File: src/rtl/spc_cfg_loader.sv
// Loads the vin_spc configuration chain serially from a parallel word.
// Define CFG_READBACK_EN to add a second verifying pass that sets err.
module spc_cfg_loader #(
    parameter int NBITS      = 33,
    parameter int DIV        = 4,
    parameter int RST_CYCLES = 8
) (
    input  logic             Clk,
    input  logic             Resetn,
    input  logic             start,
    input  logic [NBITS-1:0] word,
    output logic             busy,
    output logic             done,
    output logic             err,
    output logic             Cfg_in,
    output logic             SClk,
    output logic             ChainResetn,
    input  logic             Cfg_out
);

    localparam int MX = (DIV > RST_CYCLES) ? DIV : RST_CYCLES;
    localparam int CW = $clog2(MX + 1);
    localparam int BW = $clog2(NBITS + 1);

    typedef enum logic [2:0] {
        S_IDLE,
        S_CRST,
        S_SHIFT,
        S_VERIFY,
        S_DONE
    } state_t;

    state_t           state;
    logic [NBITS-1:0] sreg;
    logic [NBITS-1:0] rot;
    logic [CW-1:0]    cnt;
    logic [BW-1:0]    bit_cnt;
    logic             last_pass;
    logic             half_end;
    logic             bit_end;

    // Shift/or form stays legal when NBITS is 1.
    assign rot      = (sreg << 1) | (sreg >> (NBITS - 1));
    assign half_end = (cnt == CW'(DIV - 1));
    assign bit_end  = (bit_cnt == BW'(NBITS - 1));

`ifdef CFG_READBACK_EN
    assign last_pass = (state == S_VERIFY);
`else
    assign last_pass = 1'b1;
`endif

    always_ff @(posedge Clk or negedge Resetn) begin
        if (!Resetn) begin
            state       <= S_IDLE;
            sreg        <= '0;
            cnt         <= '0;
            bit_cnt     <= '0;
            busy        <= 1'b0;
            done        <= 1'b0;
            Cfg_in      <= 1'b0;
            SClk        <= 1'b0;
            ChainResetn <= 1'b1;
        end else begin
            done <= 1'b0;
            unique case (state)
                S_IDLE: begin
                    if (start) begin
                        sreg        <= word;
                        busy        <= 1'b1;
                        ChainResetn <= 1'b0;
                        cnt         <= '0;
                        state       <= S_CRST;
                    end
                end
                S_CRST: begin
                    if (cnt == CW'(RST_CYCLES - 1)) begin
                        cnt         <= '0;
                        bit_cnt     <= '0;
                        ChainResetn <= 1'b1;
                        SClk        <= 1'b0;
                        Cfg_in      <= sreg[NBITS-1];
                        state       <= S_SHIFT;
                    end else begin
                        cnt <= cnt + CW'(1);
                    end
                end
                S_SHIFT, S_VERIFY: begin
                    if (!half_end) begin
                        cnt <= cnt + CW'(1);
                    end else if (!SClk) begin
                        cnt  <= '0;
                        SClk <= 1'b1;
                    end else begin
                        // Falling edge: rotate so the image is intact after a pass.
                        cnt  <= '0;
                        SClk <= 1'b0;
                        sreg <= rot;
                        if (bit_end && last_pass) begin
                            bit_cnt <= '0;
                            Cfg_in  <= 1'b0;
                            busy    <= 1'b0;
                            done    <= 1'b1;
                            state   <= S_DONE;
                        end else if (bit_end) begin
                            bit_cnt <= '0;
                            Cfg_in  <= rot[NBITS-1];
                            state   <= S_VERIFY;
                        end else begin
                            bit_cnt <= bit_cnt + BW'(1);
                            Cfg_in  <= rot[NBITS-1];
                        end
                    end
                end
                S_DONE: begin
                    state <= S_IDLE;
                end
                default: begin
                    state <= S_IDLE;
                end
            endcase
        end
    end

`ifdef CFG_READBACK_EN
    // One Clk after a rise the tail already shows the next image bit,
    // which is the MSB of the rotated register.
    always_ff @(posedge Clk or negedge Resetn) begin
        if (!Resetn) begin
            err <= 1'b0;
        end else if (state == S_IDLE && start) begin
            err <= 1'b0;
        end else if (state == S_VERIFY && SClk && cnt == '0
                     && Cfg_out != rot[NBITS-1]) begin
            err <= 1'b1;
        end
    end
`else
    logic unused_cfg_out;
    assign unused_cfg_out = Cfg_out;
    assign err            = 1'b0;
`endif

endmodule
File: config.mk
export PLATFORM = sky130hd
export DESIGN_NAME = spc_cfg_loader
export DESIGN_NICKNAME = d
export VERILOG_FILES = /design/src/rtl/spc_cfg_loader.sv
export SDC_FILE = /design/constraint.sdc
export NUM_CORES = 1
export LEC_CHECK = 0
export ABC_AREA = 1
export CORE_MARGIN = 3
export CORE_UTILIZATION = 50
export DETAILED_ROUTE_END_ITERATION = 10
export GPL_ROUTABILITY_DRIVEN = 1
export PLACE_DENSITY = 0.76
export SLEW_MARGIN = 20
export SYNTH_ARGS = -nofsm -noshare
export SYNTH_HDL_FRONTEND = slang
export SYNTH_SLANG_ARGS = --single-unit
export TNS_END_PERCENT = 1
File: constraint.sdc
create_clock -name Clk -period 2.05 [get_ports Clk]
set_input_delay 0.5125 -clock Clk [delete_from_list [all_inputs] [get_ports Clk]]
set_output_delay 0.5125 -clock Clk [all_outputs]
set_load 0.1 [all_outputs]
# After elaboration in Yosys (flattened, before gate mapping)
# Index checks and enable logic that the tools add are counted.
[classes]
magnitude_cmp = 0
div_mod_pow = 0
mux = 40
bitwise = 1
n_addsub = 2
shift = 0
n_eq_ne = 11
mul = 0
n_reduce_logical = 13
[ops]
columns = ["op", "n"]
rows = [
  ["two-way mux 33 bit", 3],
  ["one-hot mux 33 bit (2 select lines)", 1],
  ["OR 33 x 1 -> 33 bit", 1],
  ["two-way mux 6 bit", 4],
  ["two-way mux 1 bit", 17],
  ["two-way mux 3 bit", 5],
  ["two-way mux 4 bit", 3],
  ["one-hot mux 4 bit (3 select lines)", 1],
  ["one-hot mux 6 bit (2 select lines)", 1],
  ["inequality test 2 bit, second input constant", 5],
  ["AND reduction 5 bit", 2],
  ["one-hot mux 3 bit (3 select lines)", 1],
  ["one-hot mux 1 bit (2 select lines)", 4],
  ["AND reduction 4 bit", 2],
  ["adder 6 x 1 -> 6 bit, second input constant", 1],
  ["equality test 3 x 2 -> 1 bit, second input constant", 2],
  ["equality test 6 bit, second input constant", 1],
  ["AND reduction 3 bit", 2],
  ["nonzero test 2 bit", 3],
  ["adder 4 x 1 -> 4 bit, second input constant", 1],
  ["equality test 4 x 2 -> 1 bit, second input constant", 1],
  ["equality test 4 x 3 -> 1 bit, second input constant", 1],
  ["equality test 3 x 1 -> 1 bit, second input constant", 1],
  ["logical NOT 3 bit", 1],
  ["3 further kinds", 3],
]
[totals]
register_bits = 51
mem_bits_rw = 0
romBits = 0
latchBits = 0
mem_count = 0
in_bits = 37

# Depth between registers and ports, before layout
# Gate-level depths: netlist of run 1.
[depth]
ltp_word = 5
depth_mapped = 10
depth_no_buf = 9

# Worst setup path before layout of run 1
# OpenSTA, ideal clock, no wires.
[synth_path]
path_kind = "flip-flop to flip-flop"
start = "register SClk"
end = "register sreg[14]"
path_slack_ns = 0.126
required_time_ns = 1.924
setup_time_ns = 0.126
path_stages_with_launch = 10
arrival_ns = 1.798
path_cell_list = "dfrtp_1 -> inv_1 -> nand2_2 -> nand2_2 -> inv_2 -> nand2_4 -> buf_12 -> buf_12 -> nand2_2 -> o21ai_2"
[synth_via]
elab_chain_cells = 2
[synth_rtl]
columns = ["item", "line", "text"]
rows = [
  ["start, declared", "16", "output logic SClk,"],
  ["start signal, assigned", "62", "SClk <= 1'b0;"],
  ["start signal, assigned", "81", "SClk <= 1'b0;"],
  ["start signal, assigned", "93", "SClk <= 1'b1;"],
  ["inequality test 2 bit (no line)", "--", ""],
  ["AND reduction 4 bit (no line)", "--", ""],
  ["end signal, assigned", "69", "sreg <= word;"],
  ["end signal, assigned", "98", "sreg <= rot;"],
  ["end, declared", "34", "logic [NBITS-1:0] sreg;"],
]
# No other way between the ends.
# A chain may end at the register's enable or synchronous reset.

# Final worst setup path of run 1
[layout_path]
start = "register state[2]"
end = "register sreg[25]"
[layout_via]
elab_chain_cells = 4
word_cells_on_any_way = 10
classes_between = "eq/ne (5); mux (1); reduce/logical (4)"
[layout_rtl]
columns = ["item", "line", "text"]
rows = [
  ["start, declared", "33", "state_t state;"],
  ["start signal, assigned", "55", "state <= S_IDLE;"],
  ["start signal, assigned", "73", "state <= S_CRST;"],
  ["start signal, assigned", "83", "state <= S_SHIFT;"],
  ["equality test 3 x 2 -> 1 bit", "66", "unique case (state)"],
  ["OR reduction 2 bit", "66", ""],
  ["inequality test 2 bit (no line) / nonzero test 2 bit (equally long branches)", "--", ""],
  ["AND reduction 4 bit (no line)", "--", ""],
]
# Parallel ways exist; a longest one is shown, timed or not.

==> results of run 1 <==
[layout make-up]
type,count,area [um2]
Clock buffer,7,86.3
Multi-Input combinational cell,200,1330
Inverter,20,75.1
Timing Repair Buffer,47,523
Fill cell,429,1920
Sequential cell,51,1280
Tap cell,70,87.6
Clock inverter,1,5.00
[layer usage]
layer | wire (um) | global-route usage, % | vias to the layer above
met5 | 0 | 0 | -
met3 | 176 | 3.66 | 7
met2 | 2390 | 27.0 | 34
met4 | 78 | 7.26 | 0
li1 | - | - | 1024
met1 | 2390 | 20.9 | 947
[cell families (layout without fill, tap and decap cells)]
| kind of cell | count (synthesis) | after routing |
|---|---|---|
| compound gates | 47 | 47 |
| xor+xnor | 4 | 4 |
| mux | 31 | 31 |
| simple gates | 114 | 114 |
| other cells | 1 | 1 |
| flops | 51 | 51 |
| fa+ha+maj | 3 | 3 |
| buf+inv | 32 | 75 |
[per-stage QoR]
stage	hold WS [ps]	utilization (%)
2_1_floorplan	217	-
3_3_place_gp	462	62.1
3_5_place_dp	472	62.1
4_1_cts	193	63.8
5_1_grt	198	63.8
6_report	177	63.8
[power by group]
group / internal (mW) / total, mW / switching, mW
registers: 1.01 / 1.01 / 0.00257
clock network: 0.273 / 0.605 / 0.331
logic: 0.0687 / 0.125 / 0.0565
[cell usage after synthesis, drive strengths merged]
library cell and number:
xor2 2, nor3 2, dfstp 1, buf 11, o22ai 1, o21ai 39
mux2i 31, nor2 15, ha 3, conb 1, nand3 13, inv 20
clkbuf 1, nand2 82, o21bai 1, a21oi 6, xnor2 2, nor4 1
dfrtp 50, nand4 1
[path summary, 6_finish.rpt]
kind	start	to	slack [ps]	cells past startpoint
min in group Clk	sreg[17]	sreg[17]	490	2
worst min register to register	sreg[17]	sreg[17]	490	2
max in group asynchronous	Resetn	ChainResetn	1570	2
worst min-delay path	Resetn	cnt[3]	180	2
worst max register to register	state[2]	sreg[25]	450	7
worst max-delay path	state[2]	sreg[25]	450	7
[sequential cells by signal, indices dropped and copies added, names as in the netlist]
name / cells
SClk: 1
bit_cnt: 6
Cfg_in: 1
state: 3
ChainResetn: 1
cnt: 4
done: 1
busy: 1
sreg: 33
[worst reg2reg max path, stage by stage, from the launching register on]
cell and delay (ps):
dfrtp_1 450, inv_2 90, nand2_2 160, o21ai_1 280, nand2_4 190, buf_12 210, nand2_2 80, o21ai_2 40
[cells in the final DEF, fill, tap and decap left out, types with 2 or more instances in the layout]
cell type,count
nand3_1,13
o21ai_0,3
inv_1,15
mux2i_1,31
inv_2,5
nor2_1,12
ha_1,3
buf_4,5
dfrtp_1,50
nand2_4,5
o21ai_2,32
xnor2_1,2
xor2_1,2
nor2_4,2
a21oi_1,6
nand2_2,31
clkbuf_8,6
nand2_1,46
clkdlybuf4s50_1,34
nor3_1,2
buf_12,7
o21ai_1,4
==> flow_summary.yaml, run 1 <==
logic_synthesis:
  synth.area.top_cells: "dfrtp_1 44%, mux2i_1 11%, o21ai_2 9.9%, nand2_2 6.9%, nand2_1 6.1%"
  syn_area_per_cell_um2: 10.0
  ys_warn_count: 0
  ys_ff_latch: 51
  synthDistinctLibCells: 30
  synth_top_area_share_pct: 44.2
  synth_fp_nets: 323
  synth-seq-area-share_pct: 45.2
  synth_top_area_cell: "dfrtp_1"
  synthAdderAreaFrac_pct: 1.33
  synth_top_family_by_area: "simple AND/OR/NAND/NOR gates"
  syn-cell-area_um2: 2830
  synthSimpleGateAreaFrac_pct: 20.7
  netlist_instances: 283
  muxShareOfSynthArea_pct: 11.0
  synth_compound_area_share_pct: 12.7
  yosys.area_share.xor_xnor_pct: 1.24
route:
  drc: 0
  drt_iter0_markers: 95
  drt-pass1-iter-count: 4
  via_per_inst: 5.08
  wire_per_inst_um: 12.7
  wl_um: 5040
  vias: 2012
  ant_nets: 0
setup_path:
  cp.required_ps: 2250
  critPathTopFamily: "flip-flops"
  slowest_delay_ps: 450
  path_cells: "inv_2 > nand2_2 > o21ai_1 > nand2_4 > buf_12 > nand2_2 > o21ai_2"
  cp_num_buf_inv: 2
  cpMaxStageDelayCell: "dfrtp_1"
  cp-start-kind: "flip-flop"
  path_common_cell: "nand2_2"
  crit_arrival_ps: 1800
  cp_max_fo: 20
  critPathCaptureType: "flip-flop"
  path_class: "reg -> reg"
clock_network:
  cts.clk_slew.worst_paths_ps: 90
  cts_tree: "built"
  ctsHtreeMaxLevel: 2
  root_buffer: "clkbuf_8"
  post_cts_buffers: 0
  cts-resized-gates: 0
  worstSkewPairLatency_ps: 310
  cts.path.max_buffers: 2
  numCtsBuffers: 5
  cts.sinks: 51
  ctsHoldBuffers: 0
sta:
  setup_viol: 0
  finalSetupTns_ps: 0
  fmax_mhz: 625
  fin_ws_ps: 450
  fin_skew_ps: 8.04
  rsz0062_at_grt: "false"
  fin_crit_ps: 1600
  final_hold_viol_count: 0
  slew_violations: 0
  finalCritPeriodShare_pct: 78.0
place:
  place_inst: 388
  io_buffers: 40
  placed_area_um2: 3290
  pre_cts_ws_ps: 170
  dp_hpwl_um: 3630
  gp_congestion: 0.848
global_routing:
  antenna_found_initial: 0
  grt_max_degree: 52
  grt_pass1_wl_um: 8400
  track_usage_pct: 16.5
  grt_pass1_vias: 1924
  overflow: 0
job:
  cap_violations: 0
floorplan:
  die_x_um: 81.2
  dieArea_um2: 6600
  fp.coreArea_um2: 5300
  boundaryPins: 43
  placementRows: 26
  initial_core_util_pct: 53.4
  die_y_um: 81.2
cells_and_area:
  design_area_um2: 3380
  area_delta_synth_final_pct: 19.6
  finalNetCount: 365
  layout-drive-gt1-share_pct: 29.8
  diodes: 0
  final_cells: 396
worst_hold_path:
  hold_path_class: "in -> async"
pwr:
  leakage_nw: 1.48
  powerDensity_nw_per_um2: 514
  vdd_drop_max_v: 0.000357
  power.total_mw: 1.74
status:
  outcome: "finished clean"
Power figures use the tool's default switching activity.
==> inputs of run 2 (changes only) <==
Clock period 2.05 ns to 1.66 ns, I/O delays scaled along.
==> run 2 against run 1 <==
  * Sequential share of layout area down 1.5 points
  * Utilization rose by 2.8 points
  * First-iteration DRC count fell by 20%
  * Register-to-register slack worse by 380 ps
  * Non-clock buffer count up 10
  * Largest power group unchanged
  * Highest routed layer unchanged
==> flow_summary.yaml, run 2 (synthesis results as in run 1) <==
status:
  outcome: "finished clean"
floorplan:
  initial_core_util_pct: 53.4
  fp.coreArea_um2: 5300
  die_y_um: 81.2
  boundaryPins: 43
  dieArea_um2: 6600
  placementRows: 26
  die_x_um: 81.2
sta:
  fin_ws_ps: 71.2
  whs_ps: 45.9
  final_hold_viol_count: 0
  slew_violations: 0
  rsz0062_at_grt: "false"
  fin_skew_ps: 13.1
  finalCritPeriodShare_pct: 95.7
  fmax_mhz: 629
  setup_viol: 0
  fin_crit_ps: 1590
cells_and_area:
  reg_top3: "sreg x33, bit_cnt x6, cnt x4"
  largest_register_ffs: 33
  layout_commonest_cell: "dfrtp_1"
  area_delta_synth_final_pct: 24.8
  nFillCells: 427
  final_cell_mix: "49 x dfrtp_1, 46 x nand2_1, 34 x clkdlybuf4s50_1, 33 x o21ai_2"
  final_cells: 406
  utilization_pct: 66.6
  regMostFlops: "sreg"
  diodes: 0
  layout-drive-gt1-share_pct: 33.0
  finalNetCount: 375
global_routing:
  antenna_found_initial: 0
  grt_pass1_vias: 1981
  grt_pass1_wl_um: 8700
  grt_max_degree: 21
  track_usage_pct: 17.2
  overflow: 0
place:
  dp_hpwl_um: 3810
  pre_cts_ws_ps: -61.7
  place_inst: 393
  gp_congestion: 0.837
  io_buffers: 40
route:
  wire_per_inst_um: 13.1
  drc: 0
  ant_nets: 0
  via_per_inst: 5.00
  drt-pass1-iter-count: 4
  drt_iter0_markers: 76
  wl_um: 5320
  vias: 2032
clock_network:
  cts.sinks: 51
  ctsHoldBuffers: 0
  root_buffer: "clkbuf_8"
  cts.path.max_buffers: 2
  numCtsBuffers: 5
  cts.clk_slew.worst_paths_ps: 100
  worstSkewPairLatency_ps: 300
  cts_tree: "built"
  ctsHtreeMaxLevel: 2
pwr:
  vdd_drop_max_v: 0.000411
  leakage_nw: 1.54
  powerDensity_nw_per_um2: 641
  power.total_mw: 2.26
setup_path:
  path_class: "reg -> reg"
  r2r_slack_ps: 70
  crit_arrival_ps: 1830
  slowest_delay_ps: 470
  cp-start-kind: "flip-flop"
  r2r_start: "state[2]"
  path_common_cell: "nand2_1"
  cp_max_fo: 7
  worstReg2RegEnd: "Cfg_in"
  r2r_cells: 8
  cpMaxStageDelayCell: "dfrtp_1"
  cp_num_buf_inv: 1
  cp.required_ps: 1900
  critPathTopFamily: "simple AND/OR/NAND/NOR gates"
  path_cells: "nor2_4 > nand2_1 > nand2_1 > o21ai_1 > nor2_4 > buf_4 > nand2_1 > nand2_1"
  critPathCaptureType: "flip-flop"
worst_hold_path:
  hold_path_class: "in -> async"
job:
  cap_violations: 0
run 2: changes by cell type in the layout (fill, tap and decap cells not counted), sizes merged:
| cell | before | now |
|---|---|---|
| clkinvlp | 0 | 1 |
| clkbuf | 7 | 6 |
| buf | 13 | 23 |
| clkinv | 1 | 0 |
| bufinv | 0 | 1 |
run 2: how the worst max path moves through the flow:
stage               slack [ps]        from  depth (start not counted)          to
finish                      70    state[2]                          8      Cfg_in
global route                 6  bit_cnt[0]                          9        busy
CTS                         70      cnt[0]                          8  bit_cnt[2]
detailed placement         -60       start                          9    sreg[16]
global placement           -40       start                          9    sreg[21]
floorplan                   40        SClk                          9    sreg[14]
run 2: report_power, final:
| group | leakage [nW] | internal [mW] | switching (mW) |
|---|---|---|---|
| Combinational | 0.809 | 0.0907 | 0.0710 |
| Clock | 0.0514 | 0.450 | 0.401 |
| Sequential | 0.683 | 1.25 | 0.00367 |
run 2: worst register-to-register path: cells and delay by family, from the launching register on:
kind	cells	cell delay (ps)
compound gates	1	110
flops	1	470
simple gates	6	800
buf+inv	1	160
run 2: layout make-up:
class,instances,area [um2],area share [%]
multi-input combinational,200,1340,38.1
sequential,51,1280,36.2
timing repair buffer,57,636,18.0
tap,70,87.6,2.48
inverter,20,75.1,2.13
clock buffer,6,72.6,2.06
clock inverter,2,37.5,1.06
run 2: what timing repair did:
action	CTS	global route
gates resized for setup	0	4
endpoints found under the setup margin	0	24
setup buffers	0	5
run 2: through the flow:
stage               instance area (um2)  setup TNS, ps
floorplan                          2830              0
global route                       3530              0
CTS                                3480              0
detailed placement                 3370          -1410
finish                             3530              0
global placement                   3370           -849
run 2: routing by layer:
layer	global-route usage (%)	part of all wire [%]	routed length, um	vias to the layer above
met5	0	0	0	-
met4	6.25	1.9	99	0
met3	3.33	3.9	205	8
met2	28.2	50	2660	43
met1	22.6	44	2360	935
li1	-	-	-	1046
==> inputs of run 3 (changes only) <==
Settings changed: CTS_CLUSTER_SIZE from default to 28.
==> results of run 3 <==
The final DEF is identical to that of run 2; final timing and power are the same.
